File: src/rtl/fifo_uart_tx.sv
// fifo_uart_tx: drains the byte FIFO and serialises each byte as a UART frame.
// Frame layout: start (0), 8 data bits LSB-first, [even parity], stop (1).
// Optional feature: define FIFO_UART_TX_PARITY_EN to insert the even-parity bit.
// Every bit holds txd for CLKS_PER_BIT clocks. All outputs are registered.
module fifo_uart_tx #(
   parameter int CLKS_PER_BIT = 16
) (
   input  logic       clk,
   input  logic       clrn,
   input  logic       fifo_ready,
   input  logic [7:0] fifo_data,
   output logic       fifo_read,
   output logic       txd,
   output logic       busy
);

   localparam int CNT_W = (CLKS_PER_BIT > 2) ? $clog2(CLKS_PER_BIT) : 1;
   localparam logic [CNT_W-1:0] CNT_LAST = CNT_W'(CLKS_PER_BIT - 1);

`ifdef FIFO_UART_TX_PARITY_EN
   typedef enum logic [2:0] {
      ST_IDLE   = 3'd0,
      ST_START  = 3'd1,
      ST_DATA   = 3'd2,
      ST_PARITY = 3'd3,
      ST_STOP   = 3'd4
   } state_t;
`else
   typedef enum logic [2:0] {
      ST_IDLE  = 3'd0,
      ST_START = 3'd1,
      ST_DATA  = 3'd2,
      ST_STOP  = 3'd4
   } state_t;
`endif

   state_t           state_reg, state_next;
   logic [CNT_W-1:0] baud_cnt_reg, baud_cnt_next;
   logic [2:0]       bit_idx_reg, bit_idx_next;
   logic [7:0]       shift_reg, shift_next;
   logic             txd_reg, txd_next;
   logic             busy_reg, busy_next;
   logic             fifo_read_reg, fifo_read_next;
   logic             baud_last;

   assign baud_last = (baud_cnt_reg == CNT_LAST);

   // State and output registers; clrn abandons any frame in flight.
   always_ff @(posedge clk or negedge clrn) begin
      if (!clrn) begin
         state_reg     <= ST_IDLE;
         baud_cnt_reg  <= '0;
         bit_idx_reg   <= 3'd0;
         shift_reg     <= 8'd0;
         txd_reg       <= 1'b1;
         busy_reg      <= 1'b0;
         fifo_read_reg <= 1'b0;
      end else begin
         state_reg     <= state_next;
         baud_cnt_reg  <= baud_cnt_next;
         bit_idx_reg   <= bit_idx_next;
         shift_reg     <= shift_next;
         txd_reg       <= txd_next;
         busy_reg      <= busy_next;
         fifo_read_reg <= fifo_read_next;
      end
   end

   // Next-state logic: latch on fifo_ready in IDLE, then step one bit per baud period.
   always_comb begin
      state_next     = state_reg;
      baud_cnt_next  = baud_cnt_reg;
      bit_idx_next   = bit_idx_reg;
      shift_next     = shift_reg;
      txd_next       = txd_reg;
      busy_next      = busy_reg;
      fifo_read_next = 1'b0;

      case (state_reg)
         ST_IDLE: begin
            txd_next      = 1'b1;
            busy_next     = 1'b0;
            baud_cnt_next = '0;
            bit_idx_next  = 3'd0;
            if (fifo_ready) begin
               // The byte is captured here only; later fifo_data changes are ignored.
               shift_next     = fifo_data;
               fifo_read_next = 1'b1;
               txd_next       = 1'b0;
               busy_next      = 1'b1;
               state_next     = ST_START;
            end
         end

         ST_START: begin
            if (baud_last) begin
               baud_cnt_next = '0;
               bit_idx_next  = 3'd0;
               txd_next      = shift_reg[0];
               state_next    = ST_DATA;
            end else begin
               baud_cnt_next = baud_cnt_reg + CNT_W'(1);
            end
         end

         ST_DATA: begin
            if (baud_last) begin
               baud_cnt_next = '0;
               if (bit_idx_reg == 3'd7) begin
`ifdef FIFO_UART_TX_PARITY_EN
                  txd_next   = ^shift_reg;
                  state_next = ST_PARITY;
`else
                  txd_next   = 1'b1;
                  state_next = ST_STOP;
`endif
               end else begin
                  bit_idx_next = bit_idx_reg + 3'd1;
                  txd_next     = shift_reg[bit_idx_reg + 3'd1];
               end
            end else begin
               baud_cnt_next = baud_cnt_reg + CNT_W'(1);
            end
         end

`ifdef FIFO_UART_TX_PARITY_EN
         ST_PARITY: begin
            if (baud_last) begin
               baud_cnt_next = '0;
               txd_next      = 1'b1;
               state_next    = ST_STOP;
            end else begin
               baud_cnt_next = baud_cnt_reg + CNT_W'(1);
            end
         end
`endif

         ST_STOP: begin
            if (baud_last) begin
               baud_cnt_next = '0;
               txd_next      = 1'b1;
               busy_next     = 1'b0;
               state_next    = ST_IDLE;
            end else begin
               baud_cnt_next = baud_cnt_reg + CNT_W'(1);
            end
         end

         default: begin
            state_next    = ST_IDLE;
            baud_cnt_next = '0;
            bit_idx_next  = 3'd0;
            txd_next      = 1'b1;
            busy_next     = 1'b0;
         end
      endcase
   end

   assign fifo_read = fifo_read_reg;
   assign txd       = txd_reg;
   assign busy      = busy_reg;

endmodule
File: config.mk
export PLATFORM = sky130hd
export DESIGN_NAME = fifo_uart_tx
export DESIGN_NICKNAME = d
export VERILOG_FILES = /design/src/rtl/fifo_uart_tx.sv
export SDC_FILE = /design/constraint.sdc
export NUM_CORES = 1
export LEC_CHECK = 0
export ABC_AREA = 1
export BUFFER_PORTS_ARGS = -buffer_cell sky130_fd_sc_hd__buf_2
export CORE_AREA = 2 2 48 50
export DETAILED_ROUTE_END_ITERATION = 7
export DIE_AREA = 0 0 50 52
export PLACE_DENSITY = 0.84
export SYNTH_ARGS = -nofsm -noshare
export SYNTH_HDL_FRONTEND = slang
export SYNTH_SLANG_ARGS = --single-unit
File: constraint.sdc
create_clock -name clk -period 1.8 [get_ports clk]
set_clock_uncertainty 0.1 [all_clocks]
set_input_delay 0.18 -clock clk [delete_from_list [all_inputs] [get_ports clk]]
set_output_delay 0.18 -clock clk [all_outputs]
set_load 0.01 [all_outputs]
* Word-level counts from Yosys, hierarchy flattened *
Cells that the tools add are included.

word-level totals
  register bits = 21
  bits of input ports = 11
  output and inout port bits = 3
  logic and storage cells = 54

operators by class
  add/sub/neg operators = 2
  magnitude comparators = 1
  eq/ne operators = 11
  multiplexer cells = 23
  bitwise gates (word level) = 2
  reductions and logical operators = 8

operators by type and width
  kind                 count
  $mux 3               7
  $ne 2x2->1 const B   6
  $pmux 3 s4           1
  $mux 1               9
  $pmux 3 s3           1
  $mux 4               2
  $eq 3x3->1 const B   2
  $reduce_and 5->1     1
  $add 4x1->4 const B  1
  $eq 4x4->1 const B   1
  $lt 3x4->1 const B   1
  $pmux 1 s4           1
  $reduce_and 2->1     2
  $reduce_and 4->1     1
  $add 3x1->3 const B  1
  $bmux 1 s3           1
  $eq 3x1->1 const B   1
  $eq 3x2->1 const B   1
  $logic_not 3->1      1
  $pmux 1 s3           1
  $reduce_and 3->1     1
  $reduce_or 3->1      1
  $not 1->1            2
  $reduce_or 2->1      1

* Depth between registers and ports, before layout *
  depth after elaboration = 6
  depth in mapped cells = 8
  gate-level depth less buffers = 8

* Worst setup path before layout *
Ideal clock, no wire load.

  path kind = register to register
  start point = register bit_idx_reg[0]
  end point = register txd_reg, in the netlist txd
  setup time = 73 ps
  data arrival time = 1,206 ps
  required time = 1,627 ps
  setup slack = 421 ps
  stages on the path, launching flop included = 7
  buffers on the path = 0
  clock period less this slack = 1,379 ps
  cell sequence = dfrtp_1 -> ha_1 -> ha_1 -> inv_1 -> nand3_1 -> nand3_1 -> a21oi_1

between the ends
  cells in the longest elaborated chain, start to end = 6
  elaborated cells on any way between the ends = 7
  classes of those cells = add/sub: 1; eq/ne: 1; mux: 5

ends and longest elaborated chain
  element                       line  RTL
  start: declaration            39    logic [2:0] bit_idx_reg, bit_idx_next;
  start signal: assignment      61    bit_idx_reg <= bit_idx_next;
  $add 3x1->3                   119   txd_next = shift_reg[bit_idx_reg + 3'd1];
  $bmux 1 s3                    119
  $mux 1 (not written as such)  119
  $mux 1 *                      109   if (bit_idx_reg == 3'd7) begin
  $mux 1 *                      107   if (baud_last) begin
  $pmux 1 s4 *                  79    case (state_reg)
  end signal: assignment        63    txd_reg <= txd_next;
  end: declaration              41    logic txd_reg, txd_next;

Mark *: on every way between the ends. The rest lies on a longest branch, timed or not. The select of a mux whose other input is x is not followed.
A chain may end at the register's enable or synchronous reset.

* Worst setup path in the final report *
Ends and elaborated chain as after synthesis.

==> results.md <==
* First-pass GRT wire length at 3.87 mm
* Share of layout cells above drive strength 1 at 25.0%
* H-Tree Depth at 1
* Post-Route WL at between 2 and 2.5 mm
* Sequential cell area at 527 um2
* Worst Hold Class: input port to register
* CTS sink count at 21
* Mapped cell area at 1080 um2
* P&R area growth vs syn at 18.2%
* Largest cells by area after synthesis: dfrtp_1 (46%), nand2_1 (9.4%), nand3_1 (6.0%), o21ai_1 (6.0%), inv_1 (5.6%)
* Mapped Avg Cell Area at between 8 and 9 um2
* Startpoint types: register
* Number of remaining DRC errors at 0
* I/O Pins at 14
* Post-DP HPWL at 1.49 mm
* Worst hold margin at ~0.0018 ns
* Min Tclk post-route at between 1.5 and 2 ns
* Initial DRC count at 22
* Count of max-cap constraint violations at 0
* Final TNS setup at 0 ns
* Final Hold Vio Count at 0
* Total track usage at 19.8%
* Yosys warning count at 0
* CORE AREA at around 2100 um2
* Number of global-route vias before repair at 931
* Initial antenna violation count at 0
* Routed via count at slightly below 900
* Total nets after synthesis at between 100 and 150
* Sequential fraction of the synthesis area at 48.7%
* Post-DR wirelength/cell at 11.5 um
* Congestion Overflow GR at 0
* Root Driver: clkbuf_4
* Peak supply drop at 0.950 mV
* #FFs+latches synth at 21
* Setup CP Type: register to register
* Area taken by multi-input logic gates at 460 um2
* Clk buf depth at 2
* Status: complete, no violations
* Drt first pass iters at 4
* Leak at 0.665 nW
* NumNets Final at 163
* Overall power at 0.00186 W
* Pwr dens at 1460 nW/um2
* Critical Path RT at 1.94 ns
* Final Setup Violations at 0
* Gates resized, CTS repair at 0
* Die Height at 52 um
* Synth top area share at 46.3%
* Initial Util at approximately half
* Max Clock Freq at between 0.6 and 0.7 GHz
* Count of cell types in the netlist at 22
* Total CTS buffers at 3
* Slew HR at 68.9%
* Post-DR vias/cell at 5.01
* Post-synthesis cell count at 124
* Tcrit/Tclk final at 86.9%
* Die W at 50 um
* I/O Buffers at 13
* Largest net degree at the start of global routing at 22
* Final GP Congestion at 0.909
* Worst path arrival time at 1.70 ns
* Worst skew pair latency at 0.31 ns
* Crit Path Max Fanout at 8
* Final antenna diode count at 0
* Area of the die at 2600 um2
* Max reg flops at 8
* CP Capture Type: register
* Slew @ Worst Pin at 0.466 ns
* Unrepaired setup endpoints after global routing: false
* Post-synth top area cell: dfrtp_1
* Clk slew on worst S/H paths at 0.13 ns
* Post-route ant nets at 0
* Max-slew violation count at 0
* CTS tree: done
* Fill cells at 184
* Num rows at 17
-- path summary, 6_finish.rpt --
check,start,end,slack (ns),cells past startpoint
worst max-delay path,bit_idx_reg[0]$_DFFE_PN0P_,txd$_DFFE_PN1P_,0.24,6
worst min-delay path,fifo_data[2],shift_reg[2]$_DFFE_PN0P_,0.002,3
worst max register to register,bit_idx_reg[0]$_DFFE_PN0P_,txd$_DFFE_PN1P_,0.24,6
worst min register to register,busy$_DFFE_PN0P_,busy$_DFFE_PN0P_,0.39,2
max in group asynchronous,clrn,txd$_DFFE_PN1P_,1.00,2
min in group asynchronous,clrn,busy$_DFFE_PN0P_,0.23,2
-- cells in the mapped netlist --
| cell | instances |
|---|---|
| nor2_1 | 4 |
| inv_2 | 6 |
| nand4_1 | 4 |
| nand2_2 | 4 |
| nand3_1 | 13 |
| a21oi_1 | 1 |
| or2_2 | 1 |
| ha_1 | 3 |
| nor2_8 | 1 |
| o21ai_1 | 13 |
| xor2_1 | 1 |
| nand4_2 | 1 |
| buf_6 | 1 |
| nand3_2 | 3 |
| o21ai_2 | 1 |
| dfrtp_1 | 20 |
| dfstp_2 | 1 |
| nor2_4 | 1 |
| inv_1 | 16 |
| or2_1 | 1 |
| nand3_4 | 1 |
| nand2_1 | 27 |
-- cell type report --
| type | instances | share of cell area, % |
|---|---|---|
| inverters | 22 | 6.46 |
| clock buffers | 3 | 1.76 |
| multi-input cells | 80 | 36.0 |
| well taps | 28 | 2.74 |
| repair buffers | 21 | 11.4 |
| clock inverters | 1 | 0.392 |
| flip-flops and latches | 21 | 41.2 |
-- cells by family (layout without fill, tap and decap cells) --
logic type	Yosys count	in the layout	synth area share (%)
and+or+nand+nor	61	61	31.0
DFF	21	21	48.7
AOI/OAI and AO/OA	15	15	7.29
xor gates and xnor gates	1	1	0.810
adders and majority gates	3	3	3.47
buffers and inverters	23	47	8.68
-- layout by cell type, fill, tap and decap left out --
master	Yosys	final
nand3_4	1	1
or2_1	1	1
nor2_8	1	1
nor2_1	4	4
clkinv_2	0	1
nand2_2	4	4
nand4_1	4	4
xor2_1	1	1
inv_1	16	16
dfstp_2	1	1
nand3_2	3	3
buf_2	0	13
ha_1	3	3
nand4_2	1	1
o21ai_2	1	1
dlygate4sd3_1	0	8
clkbuf_4	0	3
nor2_4	1	1
o21ai_1	13	13
a21oi_1	1	1
inv_2	6	6
nand2_1	27	27
dfrtp_1	20	20
nand3_1	13	13
or2_2	1	1
-- repair_timing --
action | in CTS | in global routing
setup endpoints to repair | 0 | 0
endpoints found under the hold margin | 27 | 0
buffers inserted | 0 | 0
hold buffers | 8 | 0
-- critical path: stages (launching register included) --
cell,delay [ns]
dfrtp_1,0.48
ha_1,0.37
inv_1,0.13
nand3_1,0.09
nand3_1,0.08
nand3_1,0.09
a21oi_1,0.15
-- power breakdown --
group          total (W)  switching (W)  internal, W
logic           0.000862       0.000541     0.000321
clock network   0.000229       0.000146    0.0000831
registers       0.000768       0.000113     0.000655
total            0.00186       0.000800      0.00106
-- per-stage QoR --
stage               utilization, %  setup WS (ns)  std cells  area [um2]
detailed placement            55.6          0.295        164        1170
CTS                           60.7          0.241        176        1280
global route                  60.7          0.137        176        1280
global placement              55.6          0.340        164        1170
finish                        60.7          0.235        176        1280
floorplan                        -          0.421        124        1080
-- routing by layer --
layer	wire (um)	vias to the layer above	track usage (%)
met5	0	-	0
met4	51	0	9.26
met3	46	7	3.45
met2	1110	13	36.2
met1	818	419	22.3
li1	-	443	-
Power figures use the tool's default switching activity.
